<file path="src/rtl/key_debounce.sv">
// 8-bit key vector debouncer with a one-deep event slot and sticky overflow.
// Define KEY_DEBOUNCE_SYNC2_EN for a two-flop input synchronizer (+1 cycle).
module key_debounce #(
  parameter int DEB_CYCLES = 1000000,
  parameter int CNT_W      = 20
) (
  input  logic       clk,
  input  logic       rst,
  input  logic [7:0] key_in,
  input  logic       key_ready,
  output logic [7:0] key_out,
  output logic       key_valid,
  output logic [7:0] key_state,
  output logic       key_ovf
);

  localparam logic [CNT_W-1:0] CNT_MAX = CNT_W'(DEB_CYCLES - 1);

  typedef enum logic {EMPTY, FULL} slot_e;

  logic [7:0]       s_q;
  logic [7:0]       cand_q, cand_d;
  logic [7:0]       st_q, st_d;
  logic [CNT_W-1:0] cnt_q, cnt_d;
  logic [7:0]       out_q, out_d;
  logic             ovf_q, ovf_d;
  logic             evt;
  slot_e            slot_q, slot_d;

`ifdef KEY_DEBOUNCE_SYNC2_EN
  logic [7:0] s1_q;

  always_ff @(posedge clk) begin
    if (rst) begin
      s1_q <= '0;
      s_q  <= '0;
    end else begin
      s1_q <= key_in;
      s_q  <= s1_q;
    end
  end
`else
  always_ff @(posedge clk) begin
    if (rst) begin
      s_q <= '0;
    end else begin
      s_q <= key_in;
    end
  end
`endif

  // Whole vector is one unit: any change restarts the count.
  always_comb begin
    cand_d = cand_q;
    st_d   = st_q;
    cnt_d  = cnt_q;
    evt    = 1'b0;
    if (s_q != cand_q) begin
      cand_d = s_q;
      cnt_d  = '0;
    end else if (cand_q == st_q) begin
      cnt_d = '0;
    end else if (cnt_q == CNT_MAX) begin
      st_d  = cand_q;
      cnt_d = '0;
      evt   = 1'b1;
    end else begin
      cnt_d = cnt_q + CNT_W'(1);
    end
  end

  always_ff @(posedge clk) begin
    if (rst) begin
      cand_q <= '0;
      st_q   <= '0;
      cnt_q  <= '0;
      out_q  <= '0;
      ovf_q  <= 1'b0;
    end else begin
      cand_q <= cand_d;
      st_q   <= st_d;
      cnt_q  <= cnt_d;
      out_q  <= out_d;
      ovf_q  <= ovf_d;
    end
  end

  always_ff @(posedge clk) begin
    if (rst) begin
      slot_q <= EMPTY;
    end else begin
      slot_q <= slot_d;
    end
  end

  always_comb begin
    slot_d = slot_q;
    out_d  = out_q;
    ovf_d  = ovf_q;
    case (slot_q)
      EMPTY: begin
        if (evt) begin
          slot_d = FULL;
          out_d  = cand_q;
        end
      end
      FULL: begin
        if (evt && key_ready) begin
          out_d = cand_q;
        end else if (evt) begin
          ovf_d = 1'b1;
        end else if (key_ready) begin
          slot_d = EMPTY;
        end
      end
      default: slot_d = EMPTY;
    endcase
  end

  always_comb begin
    key_valid = (slot_q == FULL);
    key_out   = out_q;
    key_state = st_q;
    key_ovf   = ovf_q;
  end

endmodule

</file>
<file path="config.mk">
export PLATFORM = sky130hd
export DESIGN_NAME = key_debounce
export DESIGN_NICKNAME = d
export VERILOG_FILES = /design/src/rtl/key_debounce.sv
export SDC_FILE = /design/constraint.sdc
export NUM_CORES = 1
export LEC_CHECK = 0
export CORE_MARGIN = 8
export CORE_UTILIZATION = 51
export CTS_CLUSTER_DIAMETER = 60
export DETAILED_ROUTE_END_ITERATION = 16
export HOLD_SLACK_MARGIN = 0.08
export PLACE_DENSITY_LB_ADDON = 0.25
export SKIP_CTS_REPAIR_TIMING = 1
export SLEW_MARGIN = 15
export SYNTH_ARGS = -nofsm -noshare
export SYNTH_HDL_FRONTEND = slang
export SYNTH_SLANG_ARGS = --single-unit
</file>
<file path="constraint.sdc">
create_clock -name clk -period 2.1 [get_ports clk]
set_clock_uncertainty 0.1 [all_clocks]
set_input_delay 0.63 -clock clk [delete_from_list [all_inputs] [get_ports clk]]
set_output_delay 0.63 -clock clk [all_outputs]
set_load 0.02 [all_outputs]
</file>
* After elaboration in Yosys (flattened, before gate mapping) *
Index checks and enable logic that the tools add are counted.

storage, ports and cells
  word-level logic and storage cells = 33
  output and inout port bits = 18
  input port bits = 11
  register bits after elaboration = 54

cells by class
  equal/unequal tests = 5
  reductions and logical operators = 5
  mux-type cells = 11
  bitwise gates (word level) = 4
  $add $sub $neg = 1

operator list
  kind                                                                     count
  20-bit by 1-bit adder with 20-bit output, second input constant          1
  20-bit equality test, second input constant                              1
  8-bit 2-to-1 mux                                                         2
  8-bit case mux with 2 select lines                                       1
  8-bit equality test                                                      1
  8-bit inequality test                                                    1
  1-bit 2-to-1 mux                                                         7
  3-bit AND reduction                                                      2
  1-bit inverter                                                           4
  4-bit OR reduction                                                       1
  2-bit by 1-bit inequality test with 1-bit output, second input constant  1
  2-bit inequality test, second input constant                             1
  1-bit case mux with 2 select lines                                       1
  2-bit AND reduction                                                      1
  1-bit logical AND                                                        1

* Depth between registers and ports, before layout *
  depth after elaboration = 7
  gate-level depth with buffers = 7
  depth with buffers taken out = 6

* Worst setup path before layout *
No wires, ideal clock.

  kind = flip-flop to flip-flop
  start point = register cnt_q[11]
  end point = register out_q[0] (netlist: key_out[0])
  path slack = 0.191 ns
  stages on the path, launching flop included = 6
  buffers on the path = 0
  required time = 1.928 ns
  arrival time = 1.737 ns
  setup time = 0.072 ns
  period minus slack after synthesis = 1.909 ns
  cell sequence = dfxtp_1 -> or4_4 -> nor2_4 -> nand4_4 -> nor3_4 -> mux2i_1

on the way
  word-level cells in the longest chain between the ends = 7
  elaborated cells between the ends (all ways) = 8
  those cells by class = 3 x eq/ne; 3 x mux; 2 x reduce/logical

RTL lines
  element                                                            line  text
  start, declared                                                    24    logic [CNT_W-1:0] cnt_q, cnt_d;
  start signal, assigned                                             82    cnt_q <= cnt_d;
  20-bit equality test *                                             63    end else if (cnt_q == CNT_MAX) begin
  1-bit 2-to-1 mux *                                                 63
  1-bit 2-to-1 mux *                                                 61    end else if (cand_q == st_q) begin
  1-bit 2-to-1 mux *                                                 58    if (s_q != cand_q) begin
  1-bit logical AND                                                  108   if (evt && key_ready) begin
  2-bit by 1-bit inequality test with 1-bit output (no source line)  -
  2-bit AND reduction (no source line) *                             -
  end signal, assigned                                               83    out_q <= out_d;
  end, declared                                                      25    logic [7:0] out_q, out_d;

Every way passes the cells marked *; elsewhere a longest branch is shown, timed or not.
A chain may end at the register's enable or synchronous reset.

* Final worst setup path *
  start point = register st_q[3] (netlist: key_state[3])
  end point = output key_state[3]

RTL lines
  element                 line  text
  start, declared         23    logic [7:0] st_q, st_d;
  start signal, assigned  81    st_q <= st_d;
  end, declared           13    output logic [7:0] key_state,

No word-level cell between the ends.

==> impl_metrics.xml <==
<?xml version="1.0" encoding="UTF-8"?>
<metrics>
  <group name="outcome">
    <metric name="status" unit="">finished, final reports clean</metric>
  </group>
  <group name="placement">
    <metric name="dpl.cell_count" unit="">304</metric>
    <metric name="detailed_place_hpwl" unit="mm">2.87</metric>
    <metric name="gp_congestion" unit="">0.767</metric>
    <metric name="io_buffers" unit="">28</metric>
  </group>
  <group name="routing">
    <metric name="wl" unit="mm">3.86</metric>
    <metric name="drt_first_pass_iters" unit="">6</metric>
    <metric name="vias_per_cell" unit="">5.03</metric>
    <metric name="drt.antenna.violating_nets" unit="">0</metric>
    <metric name="vias" unit="">1563</metric>
    <metric name="drt_first_iter_violations" unit="">55</metric>
    <metric name="detail_route.drc_violations" unit="">0</metric>
    <metric name="drt-wirelength-per-cell" unit="um">12.4</metric>
  </group>
  <group name="synth">
    <metric name="postSynthCellCount" unit="">222</metric>
    <metric name="syn_nets" unit="">234</metric>
    <metric name="synth_area" unit="um^2">2180</metric>
    <metric name="synthMostInstantiatedCell" unit="">sky130_fd_sc_hd__dfxtp_1</metric>
    <metric name="post_synth_num_cell_types" unit="">27</metric>
    <metric name="yosys_warnings" unit="">0</metric>
    <metric name="synth_edf_count" unit="">0</metric>
    <metric name="yosysSeqAreaShare" unit="%">49.6</metric>
    <metric name="asyncSetResetFlopFracSynth" unit="%">0</metric>
    <metric name="ranking_of_synthesized_cells_by_instance_count" unit="">sky130_fd_sc_hd__dfxtp_1, sky130_fd_sc_hd__nand2_1, sky130_fd_sc_hd__nor2_1</metric>
    <metric name="synth_flop_cell" unit="">sky130_fd_sc_hd__dfxtp_1</metric>
    <metric name="mean_instance_size_in_the_synthesized_netlist" unit="um^2">9.82</metric>
    <metric name="yosys-top-cells-area" unit="">sky130_fd_sc_hd__dfxtp_1, sky130_fd_sc_hd__xnor2_1, sky130_fd_sc_hd__mux2i_1, sky130_fd_sc_hd__xor2_1, sky130_fd_sc_hd__nor2b_1</metric>
    <metric name="post_synthesis_sequential_element_count" unit="">54</metric>
    <metric name="synth_largest_type_area_fraction" unit="%">49.6</metric>
    <metric name="synth_top_area_cell" unit="">sky130_fd_sc_hd__dfxtp_1</metric>
  </group>
  <group name="clock_network">
    <metric name="clock_path_buffers" unit="">2</metric>
    <metric name="cts_tree" unit="">done</metric>
    <metric name="number_of_clock_buffers_inserted_by_tritoncts" unit="">5</metric>
    <metric name="clkTransAtPathRegs" unit="ns">0.09</metric>
    <metric name="cts.htree.levels" unit="">2</metric>
    <metric name="clk_tree_root_cell" unit="">sky130_fd_sc_hd__clkbuf_8</metric>
    <metric name="worst_skew_late_latency" unit="ns">0.30</metric>
    <metric name="cts_num_sinks" unit="">54</metric>
  </group>
  <group name="finish">
    <metric name="post_synthesis_to_final_layout_area_growth" unit="%">22.6</metric>
    <metric name="final_net_count" unit="">273</metric>
    <metric name="antenna_cells" unit="">0</metric>
    <metric name="finish.cell_count_without_fillers" unit="">311</metric>
    <metric name="num-fill-cells" unit="">340</metric>
    <metric name="share_of_cells_above_drive_strength_1" unit="%">8.05</metric>
  </group>
  <group name="critical_path">
    <metric name="worst_ep_required_time" unit="ns">1.37</metric>
    <metric name="critPathLaunchType" unit="">flop</metric>
    <metric name="path_cells" unit="">clkdlybuf4s50_1</metric>
    <metric name="timing_worst_setup_path_type" unit="">reg2out</metric>
    <metric name="cp_data_arrival_time" unit="ns">1.32</metric>
    <metric name="critPathMaxFanout" unit="">3</metric>
    <metric name="endpoint_kind" unit="">output port</metric>
    <metric name="cp_top_family" unit="">buffers and inverters</metric>
    <metric name="critical_path.max_stage_delay" unit="ns">0.62</metric>
    <metric name="worst_path_max_delay_cell" unit="">sky130_fd_sc_hd__clkdlybuf4s50_1</metric>
    <metric name="cp.buffers_inverters" unit="">1</metric>
  </group>
  <group name="sta">
    <metric name="setup_viol_count_final" unit="">0</metric>
    <metric name="unrepaired_setup_endpoints_after_global_routing" unit="">no</metric>
    <metric name="finalMaxSlewViolations" unit="">0</metric>
    <metric name="finalCritPeriodShare" unit="%">97.4</metric>
    <metric name="relSlewSlack" unit="%">66.7</metric>
    <metric name="clock.fmax" unit="GHz">0.489</metric>
    <metric name="final_period_minus_worst_setup_slack" unit="ns">2.05</metric>
    <metric name="worst_slew_pin_slew" unit="ns">0.497</metric>
    <metric name="final-hold-violation-count" unit="">0</metric>
    <metric name="final_layout_setup_total_negative_slack" unit="ns">0</metric>
  </group>
  <group name="power">
    <metric name="cellInternalPower" unit="mW">1.31</metric>
    <metric name="leakagePower" unit="nW">0.914</metric>
    <metric name="pwr-share-seq" unit="%">63.3</metric>
    <metric name="total_power_density_per_cell_area" unit="nW/um^2">620</metric>
    <metric name="clock_power_share" unit="%">32.2</metric>
    <metric name="p_comb_share" unit="%">4.5</metric>
    <metric name="total_switching_power" unit="uW">347</metric>
    <metric name="vdd.ir_drop.worst" unit="mV">0.442</metric>
    <metric name="p_sw_share" unit="%">20.9</metric>
  </group>
  <group name="flow_run">
    <metric name="max_cap_viol_count" unit="">0</metric>
  </group>
  <group name="floorplan">
    <metric name="fp.coreArea" unit="um^2">4060</metric>
    <metric name="die_area" unit="um^2">6620</metric>
    <metric name="die_height" unit="um">81.4</metric>
    <metric name="boundary_pins" unit="">29</metric>
    <metric name="initial_core_util" unit="%">53.7</metric>
    <metric name="fp.dieW" unit="um">81.4</metric>
    <metric name="placementRows" unit="">23</metric>
  </group>
  <group name="global_routing">
    <metric name="grt_first_pass_wirelength" unit="mm">6.73</metric>
    <metric name="overflow" unit="">0</metric>
    <metric name="grt_antenna_before_repair" unit="">0</metric>
    <metric name="globalRouteTotalUtil" unit="%">12.9</metric>
    <metric name="grt_start_max_net_pins" unit="">21</metric>
    <metric name="via_count_of_the_first_global_routing_pass" unit="">1585</metric>
  </group>
  <group name="min_path">
    <metric name="worst_hold_path_type" unit="">reg2reg</metric>
  </group>
</metrics>
==> worst paths after layout <==
check,startpoint,end,slack (ns),cells after the start
max,key_state[3]$_SDFFE_PP0P_,key_state[3],0.05,1
min reg2reg,key_out[5]$_SDFFE_PP0P_,key_out[5]$_SDFFE_PP0P_,0.36,2
max reg2reg,cand_q[2]$_SDFFE_PP0P_,key_out[2]$_SDFFE_PP0P_,0.16,6
min,key_out[5]$_SDFFE_PP0P_,key_out[5]$_SDFFE_PP0P_,0.36,2
==> metal layers <==
metal	GRT usage (%)	vias to the layer above	part of all wire (%)
met1	14.1	730	44
met5	0	-	0
met3	4.53	4	3.8
li1	-	807	-
met4	4.29	0	1.0
met2	22.7	22	51
==> state kept, by name (all words and copies together) (netlist names) <==
register and flops:
key_ovf 1, key_state 8, key_out 8, s_q 8, cnt_q 20, cand_q 8, key_valid 1
==> power groups by stage <==
stage / clock (mW) / combinational [mW] / sequential [mW]
finish: 0.534 / 0.0740 / 1.05
global route: 0.587 / 0.0825 / 1.05
CTS: 0.550 / 0.0752 / 1.05
detailed placement: 0 / 0.0745 / 1.07
global placement: 0 / 0.0736 / 1.07
floorplan: 0 / 0.0421 / 1.07
==> kinds of logic (layout without fill, tap and decap cells) <==
logic type | after synthesis | after routing | share of synthesized area, %
flip-flops | 54 | 54 | 49.6
multiplexers | 16 | 16 | 7.35
XOR/XNOR | 34 | 34 | 13.7
AO/OA/AOI/OAI | 3 | 3 | 1.09
buffers and inverters | 8 | 47 | 1.38
AND/OR/NAND/NOR | 106 | 106 | 26.3
adder cells (fa/ha/maj) | 1 | 1 | 0.574
==> layout by cell type, fill, tap and decap left out, drive strengths merged <==
master and count:
xor2 15, nor3b 1, and3 4, clkbuf 7
nor2b 18, clkdlybuf4s50 28, dfxtp 54, mux2i 16
and4bb 2, ha 1, nand3 11, xnor2 19
nor4 4, nor2 25, a31o 1, o21a 1
clkinv 1, and4 1, buf 9, nor3 5
or4 1, inv 2, o211ai 1, nand3b 1
nand4 5, nand2 28
==> final cells by class <==
class                      count  area, um^2  area share [%]
multi-input combinational    160        1070            40.0
clock buffer                   7        76.3            2.86
inverter                       3        11.3           0.421
tap                           50        62.6            2.34
timing repair buffer          37         373            14.0
sequential                    54        1080            40.4
==> stage by stage <==
step	hold WS, ns	cell area, um^2	setup WS, ns	utilization (%)	total power, mW
6_report	0.363	2670	0.0548	65.9	1.66
2_1_floorplan	0.342	2180	0.191	-	1.11
3_5_place_dp	0.357	2600	0.132	64.0	1.15
4_1_cts	0.368	2670	0.0399	65.9	1.67
5_1_grt	0.394	2670	0.00247	65.9	1.72
3_3_place_gp	0.347	2600	0.149	64.0	1.15
(Power assumes the default switching activity.)
